--- src/rtl/dac_pkg.sv ---
// Shared state encoding and code-conversion helpers for the DAC sample interpolator.
package dac_pkg;

  localparam int DEF_DATA_WIDTH = 10;

  typedef enum logic [1:0] {
    IDLE,
    PRIME,
    RUN,
    UNDERFLOW
  } state_t;

  function automatic logic [31:0] midscale(input int width);
    return 32'd1 << (width - 1);
  endfunction

  // Offset binary is the two's-complement pattern with its sign bit inverted;
  // callers size-cast the result down to their code width.
  function automatic logic [31:0] to_offset_binary(input logic [31:0] value, input int width);
    return value ^ midscale(width);
  endfunction

endpackage

--- src/rtl/dac_sample_fifo.sv ---
// Sample buffer ahead of the interpolator: combinational read of the head entry, level count, synchronous flush.
// Latency: a pushed entry is visible at rdata the cycle after the push; full blocks further pushes until a pop.
module dac_sample_fifo #(
  parameter int WIDTH      = 10,
  parameter int DEPTH_LOG2 = 2
) (
  input  logic                  clk_i,
  input  logic                  rst_ni,
  input  logic                  flush,
  input  logic                  push,
  input  logic [WIDTH-1:0]      wdata,
  input  logic                  pop,
  output logic [WIDTH-1:0]      rdata,
  output logic                  full,
  output logic                  empty,
  output logic [DEPTH_LOG2:0]   level
);

  localparam int DEPTH = 1 << DEPTH_LOG2;

  logic [WIDTH-1:0]      mem [DEPTH];
  logic [DEPTH_LOG2-1:0] wr_ptr;
  logic [DEPTH_LOG2-1:0] rd_ptr;
  logic                  do_push;
  logic                  do_pop;

  assign full    = (level == (DEPTH_LOG2 + 1)'(DEPTH));
  assign empty   = (level == '0);
  assign do_push = push && !full;
  assign do_pop  = pop && !empty;
  assign rdata   = mem[rd_ptr];

  always_ff @(posedge clk_i or negedge rst_ni) begin
    if (!rst_ni) begin
      wr_ptr <= '0;
      rd_ptr <= '0;
      level  <= '0;
    end else if (flush) begin
      wr_ptr <= '0;
      rd_ptr <= '0;
      level  <= '0;
    end else begin
      if (do_push) wr_ptr <= wr_ptr + DEPTH_LOG2'(1);
      if (do_pop)  rd_ptr <= rd_ptr + DEPTH_LOG2'(1);
      if (do_push && !do_pop)      level <= level + (DEPTH_LOG2 + 1)'(1);
      else if (!do_push && do_pop) level <= level - (DEPTH_LOG2 + 1)'(1);
    end
  end

  always_ff @(posedge clk_i) begin
    if (do_push && !flush) mem[wr_ptr] <= wdata;
  end

endmodule

--- src/rtl/dac_sample_interpolator.sv ---
// Linear 2**LOG2_RATIO interpolator feeding the DAC encoder; defining DAC_INTERP_DITHER_EN adds +/-1 LSB LFSR dither.
// Latency: dac_code_o is registered one cycle after phase/prev/next; sample_ready_o drops only when the FIFO is full.
module dac_sample_interpolator
  import dac_pkg::*;
#(
  parameter int DATA_WIDTH      = DEF_DATA_WIDTH,
  parameter int LOG2_RATIO      = 2,
  parameter int FIFO_DEPTH_LOG2 = 2
) (
  input  logic                       clk_i,
  input  logic                       rst_ni,
  input  logic                       enable_i,
  input  logic [DATA_WIDTH-1:0]      sample_i,
  input  logic                       sample_valid_i,
  output logic                       sample_ready_o,
  output logic [DATA_WIDTH-1:0]      dac_code_o,
  output logic                       dac_valid_o,
  output logic                       underflow_o,
  input  logic                       underflow_clr_i,
  output logic [FIFO_DEPTH_LOG2:0]   fifo_level_o
);

  localparam int                    PW         = (LOG2_RATIO > 0) ? LOG2_RATIO : 1;
  localparam logic [PW-1:0]         PHASE_LAST = PW'((1 << LOG2_RATIO) - 1);
  localparam logic [DATA_WIDTH-1:0] MID        = DATA_WIDTH'(midscale(DATA_WIDTH));

  state_t                        state, state_d;
  logic [PW-1:0]                 phase, phase_d;
  logic signed [DATA_WIDTH-1:0]  smp_prev, smp_prev_d;
  logic signed [DATA_WIDTH-1:0]  smp_next, smp_next_d;
  logic [DATA_WIDTH-1:0]         code, code_d;
  logic                          valid, valid_d;
  logic                          underflow, uf_set;
  logic                          pop;
  logic                          fifo_full;
  logic                          fifo_empty;
  logic [DATA_WIDTH-1:0]         fifo_rdata;
  logic [FIFO_DEPTH_LOG2:0]      fifo_level;

  logic signed [DATA_WIDTH:0]         diff;
  logic signed [DATA_WIDTH+PW+1:0]    prod;
  logic signed [DATA_WIDTH-1:0]       interp;
  logic signed [DATA_WIDTH-1:0]       run_val;

  dac_sample_fifo #(
    .WIDTH      (DATA_WIDTH),
    .DEPTH_LOG2 (FIFO_DEPTH_LOG2)
  ) u_fifo (
    .clk_i  (clk_i),
    .rst_ni (rst_ni),
    .flush  (!enable_i),
    .push   (sample_valid_i),
    .wdata  (sample_i),
    .pop    (pop),
    .rdata  (fifo_rdata),
    .full   (fifo_full),
    .empty  (fifo_empty),
    .level  (fifo_level)
  );

  // prev + floor((next - prev) * phase / R); the result stays between prev and next,
  // so truncating the shifted product back to DATA_WIDTH before the add is exact.
  always_comb begin
    diff   = (DATA_WIDTH + 1)'(smp_next) - (DATA_WIDTH + 1)'(smp_prev);
    prod   = (DATA_WIDTH + PW + 2)'(diff) * (DATA_WIDTH + PW + 2)'($signed({1'b0, phase}));
    interp = DATA_WIDTH'(prod >>> LOG2_RATIO) + smp_prev;
  end

`ifdef DAC_INTERP_DITHER_EN
  localparam logic signed [DATA_WIDTH+1:0] SAT_MAX  = (DATA_WIDTH + 2)'(midscale(DATA_WIDTH) - 32'd1);
  localparam logic signed [DATA_WIDTH+1:0] SAT_MIN  = ~SAT_MAX;
  localparam logic signed [DATA_WIDTH+1:0] DITH_ONE = (DATA_WIDTH + 2)'(1);

  logic [14:0]                   lfsr;
  logic signed [DATA_WIDTH+1:0]  dith_sum;

  always_ff @(posedge clk_i or negedge rst_ni) begin
    if (!rst_ni) lfsr <= 15'h1;
    else         lfsr <= {lfsr[13:0], lfsr[14] ^ lfsr[13]};
  end

  always_comb begin
    dith_sum = (DATA_WIDTH + 2)'(interp);
    unique case (lfsr[1:0])
      2'b00:   dith_sum = dith_sum - DITH_ONE;
      2'b01:   dith_sum = dith_sum + DITH_ONE;
      default: ;
    endcase
    if (dith_sum > SAT_MAX)      run_val = DATA_WIDTH'(SAT_MAX);
    else if (dith_sum < SAT_MIN) run_val = DATA_WIDTH'(SAT_MIN);
    else                         run_val = DATA_WIDTH'(dith_sum);
  end
`else
  assign run_val = interp;
`endif

  always_ff @(posedge clk_i or negedge rst_ni) begin
    if (!rst_ni) state <= IDLE;
    else         state <= state_d;
  end

  always_comb begin
    state_d    = state;
    phase_d    = phase;
    smp_prev_d = smp_prev;
    smp_next_d = smp_next;
    code_d     = MID;
    valid_d    = 1'b0;
    pop        = 1'b0;
    uf_set     = 1'b0;
    if (!enable_i) begin
      state_d = IDLE;
      phase_d = '0;
    end else begin
      unique case (state)
        IDLE: begin
          if (fifo_level > (FIFO_DEPTH_LOG2 + 1)'(1)) begin
            pop        = 1'b1;
            smp_prev_d = fifo_rdata;
            state_d    = PRIME;
          end
        end
        PRIME: begin
          pop        = 1'b1;
          smp_next_d = fifo_rdata;
          phase_d    = '0;
          state_d    = RUN;
        end
        RUN: begin
          code_d  = DATA_WIDTH'(to_offset_binary(32'(run_val), DATA_WIDTH));
          valid_d = 1'b1;
          if (phase == PHASE_LAST) begin
            smp_prev_d = smp_next;
            if (!fifo_empty) begin
              pop        = 1'b1;
              smp_next_d = fifo_rdata;
              phase_d    = '0;
            end else begin
              uf_set  = 1'b1;
              state_d = UNDERFLOW;
            end
          end else begin
            phase_d = phase + PW'(1);
          end
        end
        UNDERFLOW: begin
          code_d  = DATA_WIDTH'(to_offset_binary(32'(smp_next), DATA_WIDTH));
          valid_d = 1'b1;
          if (!fifo_empty) begin
            pop        = 1'b1;
            smp_next_d = fifo_rdata;
            phase_d    = '0;
            state_d    = RUN;
          end
        end
        default: state_d = IDLE;
      endcase
    end
  end

  always_ff @(posedge clk_i or negedge rst_ni) begin
    if (!rst_ni) begin
      phase     <= '0;
      smp_prev  <= '0;
      smp_next  <= '0;
      code      <= MID;
      valid     <= 1'b0;
      underflow <= 1'b0;
    end else begin
      phase     <= phase_d;
      smp_prev  <= smp_prev_d;
      smp_next  <= smp_next_d;
      code      <= code_d;
      valid     <= valid_d;
      // A new underflow event beats a simultaneous clear.
      underflow <= uf_set | (underflow & ~underflow_clr_i);
    end
  end

  assign sample_ready_o = !fifo_full;
  assign dac_code_o     = code;
  assign dac_valid_o    = valid;
  assign underflow_o    = underflow;
  assign fifo_level_o   = fifo_level;

endmodule

--- config.mk ---
export PLATFORM = sky130hd
export DESIGN_NAME = dac_sample_interpolator
export DESIGN_NICKNAME = d
export VERILOG_FILES = /design/src/rtl/dac_pkg.sv /design/src/rtl/dac_sample_fifo.sv /design/src/rtl/dac_sample_interpolator.sv
export SDC_FILE = /design/constraint.sdc
export NUM_CORES = 1
export LEC_CHECK = 0
export ABC_AREA = 1
export BUFFER_PORTS_ARGS = -buffer_cell sky130_fd_sc_hd__buf_4
export CAP_MARGIN = 20
export CORE_UTILIZATION = 45
export DETAILED_ROUTE_END_ITERATION = 12
export GPL_ROUTABILITY_DRIVEN = 0
export MAX_ROUTING_LAYER = met4
export SYNTH_ARGS = -nofsm -noshare
export SYNTH_HDL_FRONTEND = slang
export SYNTH_SLANG_ARGS = --single-unit
--- constraint.sdc ---
create_clock -name clk_i -period 3.6 [get_ports clk_i]
set_input_delay 0.36 -clock clk_i [delete_from_list [all_inputs] [get_ports clk_i]]
set_output_delay 0.36 -clock clk_i [all_outputs]
set_load 0.01 [all_outputs]
## Yosys cells after proc, flatten, opt, wreduce, memory -nomap -nowiden

Memories as Yosys holds them, arrays and structs flattened.
Cells that the tools add are included.

| word-level totals | value |
|---|---|
| register bits after elaboration | 43 |
| RAM bits | 40 |
| bits of input ports | 15 |
| output and inout bits | 16 |
| logic and storage cells | 95 |
| memories kept | 1 |

Memory list:

| memory | words | width | rd ports | clocked after Yosys merged registers in | wr ports | RTL line | RTL |
|---|---|---|---|---|---|---|---|
| u_fifo.mem | 4 | 10 | 1 | 0 | 1 | dac_sample_fifo.sv:21 | `logic [WIDTH-1:0] mem [DEPTH];` |

| operators by class | value |
|---|---|
| add/sub/neg operators | 7 |
| $mul | 1 |
| $lt $le $gt $ge | 1 |
| equality and inequality tests | 15 |
| mux-type cells | 38 |
| bitwise operators | 5 |
| reductions and logical operators | 17 |

Operators with widths:

| cell | count |
|---|---|
| $mux 10 | 5 |
| $pmux 10 s2 | 2 |
| $pmux 10 s3 | 1 |
| $mux 2 | 12 |
| $mul 11x3->12 | 1 |
| $mux 1 | 12 |
| $ne 3x3->1 const B | 4 |
| $sub 10x10->11 | 1 |
| $add 10x10->10 | 1 |
| $mux 3 | 3 |
| $pmux 2 s4 | 1 |
| $reduce_and 4->1 | 2 |
| $add 2x1->2 const B | 3 |
| $eq 2x2->1 const B | 3 |
| $pmux 2 s3 | 1 |
| $logic_and 1x1->1 | 5 |
| $logic_not 1->1 | 4 |
| $ne 2x1->1 const B | 2 |
| $ne 2x2->1 const B | 2 |
| $ne 4x1->1 const B | 1 |
| $pmux 1 s4 | 1 |
| $add 3x1->3 const B | 1 |
| $eq 3x3->1 const B | 1 |
| $gt 3x1->1 const B | 1 |
| other kinds (12) | 14 |

## Longest topological paths before layout

Gate-level depths: netlist (run 1).

| depth | value |
|---|---|
| word-level depth | 10 |
| mapped depth | 31 |
| gate-level depth less buffers | 31 |

## Hierarchy

A second synthesis (run 1) with hierarchy kept.

| second synthesis, totals | value |
|---|---|
| cell total of the unflattened synthesis | 570 |
| area total of the unflattened synthesis | 5021.1 µm² |

Modules (own cells, without submodules):

| module | times used | cells an instance | area each (µm²) | seq. area each (µm²) |
|---|---|---|---|---|
| dac_sample_interpolator | 1 | 404 | 3015.4 | 902.1 |
| dac_sample_fifo | 1 | 166 | 2005.7 | 1376.3 |

## Worst setup path before layout (run 1)

No wires, ideal clock.

| timing | value |
|---|---|
| kind | register to register |
| from | register smp_next[0] |
| to | register code[6] (netlist: dac_code_o[6]) |
| setup time | 0.078 ns |
| data arrival time | 3.933 ns |
| data required time | 3.522 ns |
| slack | -0.411 ns |
| cell stages (with the launch flop) | 23 |
| path buffers | 0 |
| clock period less this slack | 4.011 ns |
| cell sequence | dfrtp_1 > inv_1 > ha_1 > inv_1 > fa_1 > a31oi_1 > xor2_1 > nor2_1 > ha_1 > ha_1 > a21o_1 > a31oi_1 > xor2_1 > inv_1 > ha_1 > inv_1 > o21ai_0 > nand2_1 > nand2_1 > a21oi_1 > xor2_1 > or2_2 > a21oi_1 |

| between the ends | value |
|---|---|
| longest elaborated chain between the ends | 5 |

Ends and longest elaborated chain:

| item | RTL line | RTL |
|---|---|---|
| start, declared | dac_sample_interpolator.sv:30 | `logic signed [DATA_WIDTH-1:0] smp_next, smp_next_d;` |
| start signal, assigned | dac_sample_interpolator.sv:172 | `smp_next <= smp_next_d;` |
| $sub 10x10->11 | dac_sample_interpolator.sv:64 | `diff = (DATA_WIDTH + 1)'(smp_next) - (DATA_WIDTH + 1)'(smp_prev);` |
| $mul 11x3->12 | dac_sample_interpolator.sv:65 | `prod = (DATA_WIDTH + PW + 2)'(diff) * (DATA_WIDTH + PW + 2)'($signed({1'b0, phase}));` |
| $add 10x10->10 | dac_sample_interpolator.sv:66 | `interp = DATA_WIDTH'(prod >>> LOG2_RATIO) + smp_prev;` |
| $pmux 10 s2 | dac_sample_interpolator.sv:115 | `unique case (state)` |
| $mux 10 | dac_sample_interpolator.sv:111 | `if (!enable_i) begin` |
| net code_d[6] | dac_sample_interpolator.sv:31 | `logic [DATA_WIDTH-1:0] code, code_d;` |
| end signal, assigned | dac_sample_interpolator.sv:173 | `code <= code_d;` |
| end, declared | dac_sample_interpolator.sv:31 |  |

The timed path passes the listed nets, and every way through them passes these cells.
A chain may end at the register's enable or synchronous reset.

## Worst setup path after layout (run 1)

| timing | value |
|---|---|
| from | register smp_next[0] |
| to | register code[8] (netlist: dac_code_o[8]) |

Same word-level chain as after synthesis.

==> impl_results.md, run 1 <==
* GRT Util Overall at 0.2259
* Via count at 4084
* Max stage delay cell, worst path: fa_2
* Layout Skew at 0.01553 ns
* Final hold violation count at 0
* # H-tree levels at 3
* Max-Slew Margin vs Limit at 0.5626
* Drt drc at 0
* Top cell by count, worst path: buf_4
* Worst Path Buf+Inv at 6
* Clk slew on worst S/H paths at 0.11 ns
* Asr flop ratio synth at 0.5181
* Worst reg2reg path depth at 22
* Post-Route Utilization at 0.6075
* Pleak at 2.962 nW
* Crit path cell chain: inv_2 -> ha_4 -> inv_2 -> fa_2 -> a31oi_1 -> xor2_1 -> nor2_1 -> ha_1 -> ha_4 -> buf_6 -> nand2_4 -> nor2_4 -> a21oi_2 -> buf_4 -> xor2_2 -> ha_1 -> buf_4 -> a21oi_1 -> o211ai_1 -> buf_4 -> o21ai_1 -> a21oi_1
* Iteration-0 DRC Markers at roughly 270
* Worst min path class: in -> reg
* Routed WL at 11970 um
* Ys flop type: dfrtp_1
* Post-DR vias/cell at 5.170
* Post-Synthesis Cell Area at 0.004922 sq mm
* Register area share after synthesis at 0.4629
* Syn Nets at 608
* Placed wire-length estimate at 8592 um
* Achievable frequency at 241.8 MHz
* Fin crit share at 1.149
* PnR worst setup slack at -0.5351 ns
* Post-Synthesis Cells at 544
* Longest Clk Path Bufs at 2
* Synth Area per Inst at about 9 sq um
* Core Region at 0.01046 sq mm
* First-pass GRT wire length at between 15000 and 20000 um
* Initial antenna violation count at 0
* Source of the worst register-to-register timing path: smp_next[0]
* Detail Route Antenna Nets at 0
* Worst EP required at 3.83 ns
* # fillers at slightly above 900
* DR pass1 iterations at 4
* CP Launch Type: flop
* Setup crit start: smp_next[0]
* Setup Crit Path Kind: reg -> reg
* # setup viols final at 6
* Vias in the first global route at slightly below 4k
* Worst path depth at 22
* Crit-path leading delay family: adder cells
* GRT overflow at 0
* Synthesis-to-layout area growth at 29.13%
* CTS Root Cell: clkbuf_8
* Commonest non-fill, non-tap cells in the layout: buf_4 (101), nand2_1 (73), nor2_1 (65)
* Max incr delay on CP at 0.41 ns
* Share of cells above drive strength 1 at 0.2920
* Min Tclk post-route at 4.135 ns
* CTS tree: yes
* Critical Path Fanout Max at 5
* Yosys warning count at 0
* Worst Hold Launch: underflow_clr_i
* Final Max Tran Viols at 0
* Outcome: finished with violations
* CP endpoint kind: flop
* Clock sink count at 83
* DP Worst Slack at -0.4704 ns
* IO Port Bufs at 30
* Power Dens Cells at 816.8 mW/mm^2
* Failing checks: negative setup slack
* Num CTS Buffers at 9
* Max cap viols at 0
* Worst-Margin Slew at 0.6554 ns
* #FFs+latches synth at 83
* Layout net count at 713
* Wire per inst at 15.15 um
* Top Ports at 31
* Starting density of the core at 0.4705
* Leading cell type in the layout, fill and taps excluded: buf_4
* Site row count at 37
* Total die area at between 0.01 and 0.015 sq mm
* WHS Path Cells at 2
* Total Power at 0.005192 W
* Clock latency reported for the late side of the worst-skew pair at between 0.3 and 0.4 ns
* Largest net degree at the start of global routing at 44
* VDD IR max at 0.0003828 V
* Number of distinct library cells after synthesis at 38
* Die Wd at around 110 um
* RSZ-0062 raised after global routing: true
* EDFF count, synth at 40
* Die height at 106.6 um
* ANT cells at 0
* CP arrival at approximately 4.4 ns
[routing by layer]
metal,global-route usage,part of all wire
met5,-,0
met1,0.2779,0.44
met2,0.3949,0.52
met3,0.03100,0.022
met4,0.05186,0.0094
[cells in the mapped netlist (10+ instances only)]
cell / number / area, sq um
a21oi_1: 34 / 170.2
clkbuf_1: 10 / 37.54
dfrtp_1: 42 / 1051
edfxtp_1: 40 / 1201
ha_1: 46 / 575.6
inv_1: 66 / 247.7
nand2_1: 80 / 300.3
nand3_1: 19 / 95.09
nor2_1: 67 / 251.5
o21ai_0: 51 / 255.2
o22ai_1: 20 / 125.1
xor2_1: 13 / 113.9
[sequential cells by signal, summed over array words and instances (netlist names)]
name / cells
u_fifo.mem: 40
dac_code_o: 10
smp_next: 10
smp_prev: 10
u_fifo.level: 3
phase: 2
state: 2
u_fifo.rd_ptr: 2
u_fifo.wr_ptr: 2
dac_valid_o: 1
underflow_o: 1
[power by group]
part / internal [W] / switching (W)
registers: 0.00119 / 0.000168
clock network: 0.000277 / 0.000408
logic: 0.00150 / 0.00165
[area by class of cell]
| class | instances | area, sq um | share of cell area |
|---|---|---|---|
| clock buffer | 9 | 123.9 | 0.01949 |
| timing repair buffer | 107 | 824.5 | 0.1297 |
| inverter | 71 | 271.5 | 0.04272 |
| multi-input combinational | 377 | 2611 | 0.4108 |
| sequential | 83 | 2278 | 0.3585 |
| clock inverter | 7 | 76.32 | 0.01201 |
| tap | 136 | 170.2 | 0.02677 |
[through the flow]
step / area, sq um / hold WS (ns) / TNS (ns) / instances
after global placement: 5783 / 0.3839 / -1.492 / 757
after detailed placement: 5783 / 0.3953 / -1.821 / 757
final: 6356 / 0.1731 / -1.891 / 790
after CTS: 6176 / 0.1574 / -1.431 / 779
after floorplan: 5002 / 0.06441 / -0.4526 / 544
after global routing: 6356 / 0.1607 / -3.220 / 790
[worst paths after layout]
kind / endpoint / slack (ns)
max: dac_code_o[8] / -0.54
min: underflow_o / 0.17
max reg2reg: dac_code_o[8] / -0.54
min reg2reg: underflow_o / 0.55
max in group asynchronous: smp_prev[3] / 2.69
min in group asynchronous: dac_code_o[1] / 0.52
[cell families (layout without fill, tap and decap cells)]
logic type / count (synthesis) / after routing / synth area share
adders and majority gates: 49 / 49 / 0.1291
xor gates and xnor gates: 18 / 18 / 0.03203
and+or+nand+nor: 181 / 181 / 0.1520
buffers and inverters: 84 / 194 / 0.06787
AOI/OAI and AO/OA: 122 / 122 / 0.1370
muxes: 7 / 7 / 0.01906
DFF: 83 / 83 / 0.4629
[repair_timing]
item | in CTS | in global routing
resized for setup | 33 | 26
hold endpoints to repair | 21 | 0
setup buffers | 5 | 11
pin swaps | 36 | 42
setup endpoints to repair | 7 | 8
hold buffers | 1 | 0
gates cloned | 0 | 0
No activity file was read; power rests on OpenSTA's default activity.
==> run 2: changes to the inputs <==
- SYNTH_HIERARCHICAL: not set -> 1
==> run 2 against run 1 <==
The run still ends with negative setup slack left. First-iteration DRC count is 31% lower. Cell area increased by 2.9%. Sequential share of layout area decreased by 0.98 points. Combinational power increased by 4%. Setup slack improved by 0.084 ns. Synthesized cell count increased by 4.8%. Core utilization fell by 0.44 points. Sequential power about the same. Via count up 2.9%. Wire length down 2.8%. Largest power group unchanged. Highest routed layer unchanged.
==> impl_results.md, run 2 <==
* Outcome: finished with violations
* Failing checks: negative setup slack
* CP endpoint kind: flop
* Final Max Tran Viols at 0 (unchanged)
* Post-DR vias/cell at 5.070 (-1.9%)
* R2R Setup Slk at -0.45 ns (+0.08 ns)
* Die height at 107.6 um (+0.98%)
* Fin crit share at 1.125 (-0.02322)
* Worst reg2reg path depth at 25 (+14%)
* Power Dens Cells at 810.3 mW/mm^2 (-0.80%)
* Ys flop type: dfrtp_1
* Max cap viols at 0 (unchanged)
* Post-Synthesis Cells at 570 (+4.8%)
* Setup Crit Path Kind: reg -> reg
* Initial antenna violation count at 0 (unchanged)
* Yosys top cell by area: edfxtp_1
* Worst-Margin Slew at 0.9869 ns (+0.3315 ns)
* Synth top area cells: edfxtp_1 (24%), dfrtp_1 (21%), ha_1 (10%), nand2_1 (6.9%), inv_1 (5.8%)
* Biggest register: u_fifo/mem
* Asr flop ratio synth at 0.5181 (unchanged)
* IO Port Bufs at 30 (unchanged)
* Clk slew on worst S/H paths at 0.08 ns (-0.03 ns)
* VDD IR max at 0.0003450 V (-9.9%)
* EDFF count, synth at 40 (unchanged)
* Iteration-0 DRC Markers at 184 (-31%)
* Routed WL at 11630 um (-2.8%)
* CTS tree: yes
* Leading cell type in the layout, fill and taps excluded: buf_4
* Synth Area per Inst at 8.809 sq um (-2.6%)
* Number of distinct library cells after synthesis at 39 (+2.6%)
* Drt drc at 0 (unchanged)
* CP Launch Type: flop
* Top Ports at 31 (unchanged)
* Synth top cells by count: nand2_1 (92), inv_1 (77), nor2_1 (60)
* #FFs+latches synth at 83 (unchanged)
* Syn Nets at 631 (+3.8%)
* Synth top area share at 0.2392 (-0.004804)
* ANT cells at 0 (unchanged)
* Via count at 4203 (+2.9%)
* # H-tree levels at 3 (unchanged)
* First-pass GRT wire length at 19350 um (+0.72%)
* Post-Synthesis Cell Area at 0.005021 sq mm (+2.0%)
* Site row count at 38 (+2.7%)
* Layout net count at 745 (+4.5%)
* Max incr delay on CP at 0.42 ns (about the same)
* Max stage delay cell, worst path: fa_2
* Die Wd at 107.6 um (+0.98%)
* RSZ-0062 raised after global routing: true
* # setup viols final at 7 (+1)
* DP Worst Slack at -0.5068 ns (-0.03635 ns)
* GRT overflow at 0 (unchanged)
* Synthesis-to-layout area growth at 30.20%
* Starting density of the core at 0.4632 (-0.007281)
* Yosys warning count at 6 (+6)
* Final hold violation count at 0 (unchanged)
* Count leader, synth: nand2_1
* Worst EP required at 3.90 ns (+0.07 ns)
* Pleak at 3.068 nW (+3.6%)
* CTS Root Cell: clkbuf_8
* Share of cells above drive strength 1 at 0.3033 (+0.01129)
* Total die area at 0.01158 sq mm (+2.0%)
* Top cell by count, worst path: nand2_2
* Detail Route Antenna Nets at 0 (unchanged)
* Core Region at 0.01084 sq mm (+3.6%)
* Clock sink count at 83 (unchanged)
* Achievable frequency at 246.8 MHz (+2.1%)
* Clock latency reported for the late side of the worst-skew pair at 0.36 ns (about the same)
* Critical Path Fanout Max at 4 (-1)
* Longest Clk Path Bufs at 2 (unchanged)
* Worst min path class: in -> reg
* Register area share after synthesis at 0.4538 (-0.009112)
* WHS Path Cells at 2 (unchanged)
* PnR worst setup slack at -0.4515 ns (+0.08358 ns)
* GRT Util Overall at 0.2257 (about the same)
* Setup_tns at -2.145 ns (-0.2543 ns)
* Largest net degree at the start of global routing at 44 (unchanged)
* Min Tclk post-route at 4.052 ns (-0.08358 ns)
* CP arrival at 4.35 ns (-0.02 ns)
* Max reg flops at 40 (unchanged)
* Commonest non-fill, non-tap cells in the layout: buf_4 (118), nand2_1 (86), inv_1 (73)
* Max-Slew Margin vs Limit at 0.3396 (-0.2230)
* Num CTS Buffers at 9 (unchanged)
* # fillers at 941 (+2.1%)
* DR pass1 iterations at 5 (+1)
* Placed wire-length estimate at 8596 um (about the same)
* Vias in the first global route at 4102 (+4.5%)
* Placed Area at 0.006077 sq mm (+5.1%)
* Wire per inst at 14.03 um (-7.4%)
* Final instance area at 0.006538 sq mm (+2.9%)
* Layout Skew at 0.007518 ns (-0.008014 ns)
==> run 2: what timing repair did <==
action                                  CTS  global route
resized for setup                        18            15
hold endpoints to repair                 13             0
buffers inserted                         10             5
endpoints found under the setup margin    7             7
pin swaps                                20            25
hold buffers                              1             0
==> run 2: path summary, 6_finish.rpt <==
path                                  from             to
max                            smp_next[0]  dac_code_o[9]
max reg2reg                    smp_next[0]  dac_code_o[9]
max in group asynchronous           rst_ni    smp_next[1]
min reg2reg                    underflow_o    underflow_o
min                        underflow_clr_i    underflow_o
min in group asynchronous           rst_ni    underflow_o
==> run 2: worst max-delay path, delay by kind of cell, from the launching register on <==
| kind | cells | cell delay [ns] |
|---|---|---|
| adder cells (fa/ha/maj) | 6 | 1.63 |
| AND/OR/NAND/NOR | 9 | 0.70 |
| AO/OA/AOI/OAI | 5 | 0.65 |
| XOR/XNOR | 2 | 0.40 |
| flip-flops | 1 | 0.39 |
| buffers and inverters | 3 | 0.21 |
==> run 2: cells by family after synthesis <==
kind of cell	synth area share
buf+inv	0.07750
compound gates	0.1358
flops	0.4538
xor+xnor	0.02965
simple gates	0.1827
fa+ha+maj	0.1206
==> run 2: routing by layer <==
metal | global-route usage | wire length, um
met4 | 0.09687 | 231
met2 | 0.3768 | 5882
met3 | 0.02482 | 268
met5 | - | 0
met1 | 0.2779 | 5246
==> run 2: area by class of cell <==
type                       instances  area [sq um]  area share
clock inverter                     6         65.06    0.009952
timing repair buffer             119         895.9      0.1370
sequential                        83          2280      0.3487
multi-input combinational        390          2685      0.4107
clock buffer                      10         127.6     0.01952
inverter                          81         309.0     0.04727
tap                              140         175.2     0.02679
==> run 2: metrics by stage <==
| stage | cells | hold slack, ns | util | power, W |
|---|---|---|---|---|
| finish | 829 | 0.1727 | 0.6031 | 0.005297 |
| global route | 829 | 0.1665 | 0.6031 | 0.005743 |
| CTS | 824 | 0.1581 | 0.5934 | 0.005194 |
| detailed placement | 797 | 0.3856 | 0.5606 | 0.004340 |
| global placement | 797 | 0.3839 | 0.5606 | 0.004295 |
| floorplan | 570 | 0.06441 | - | 0.003178 |
==> run 2: power breakdown <==
group	switching, W	internal (W)
sequential	0.000168	0.00119
clock	0.000330	0.000322
combinational	0.00169	0.00160
total	0.00219	0.00310
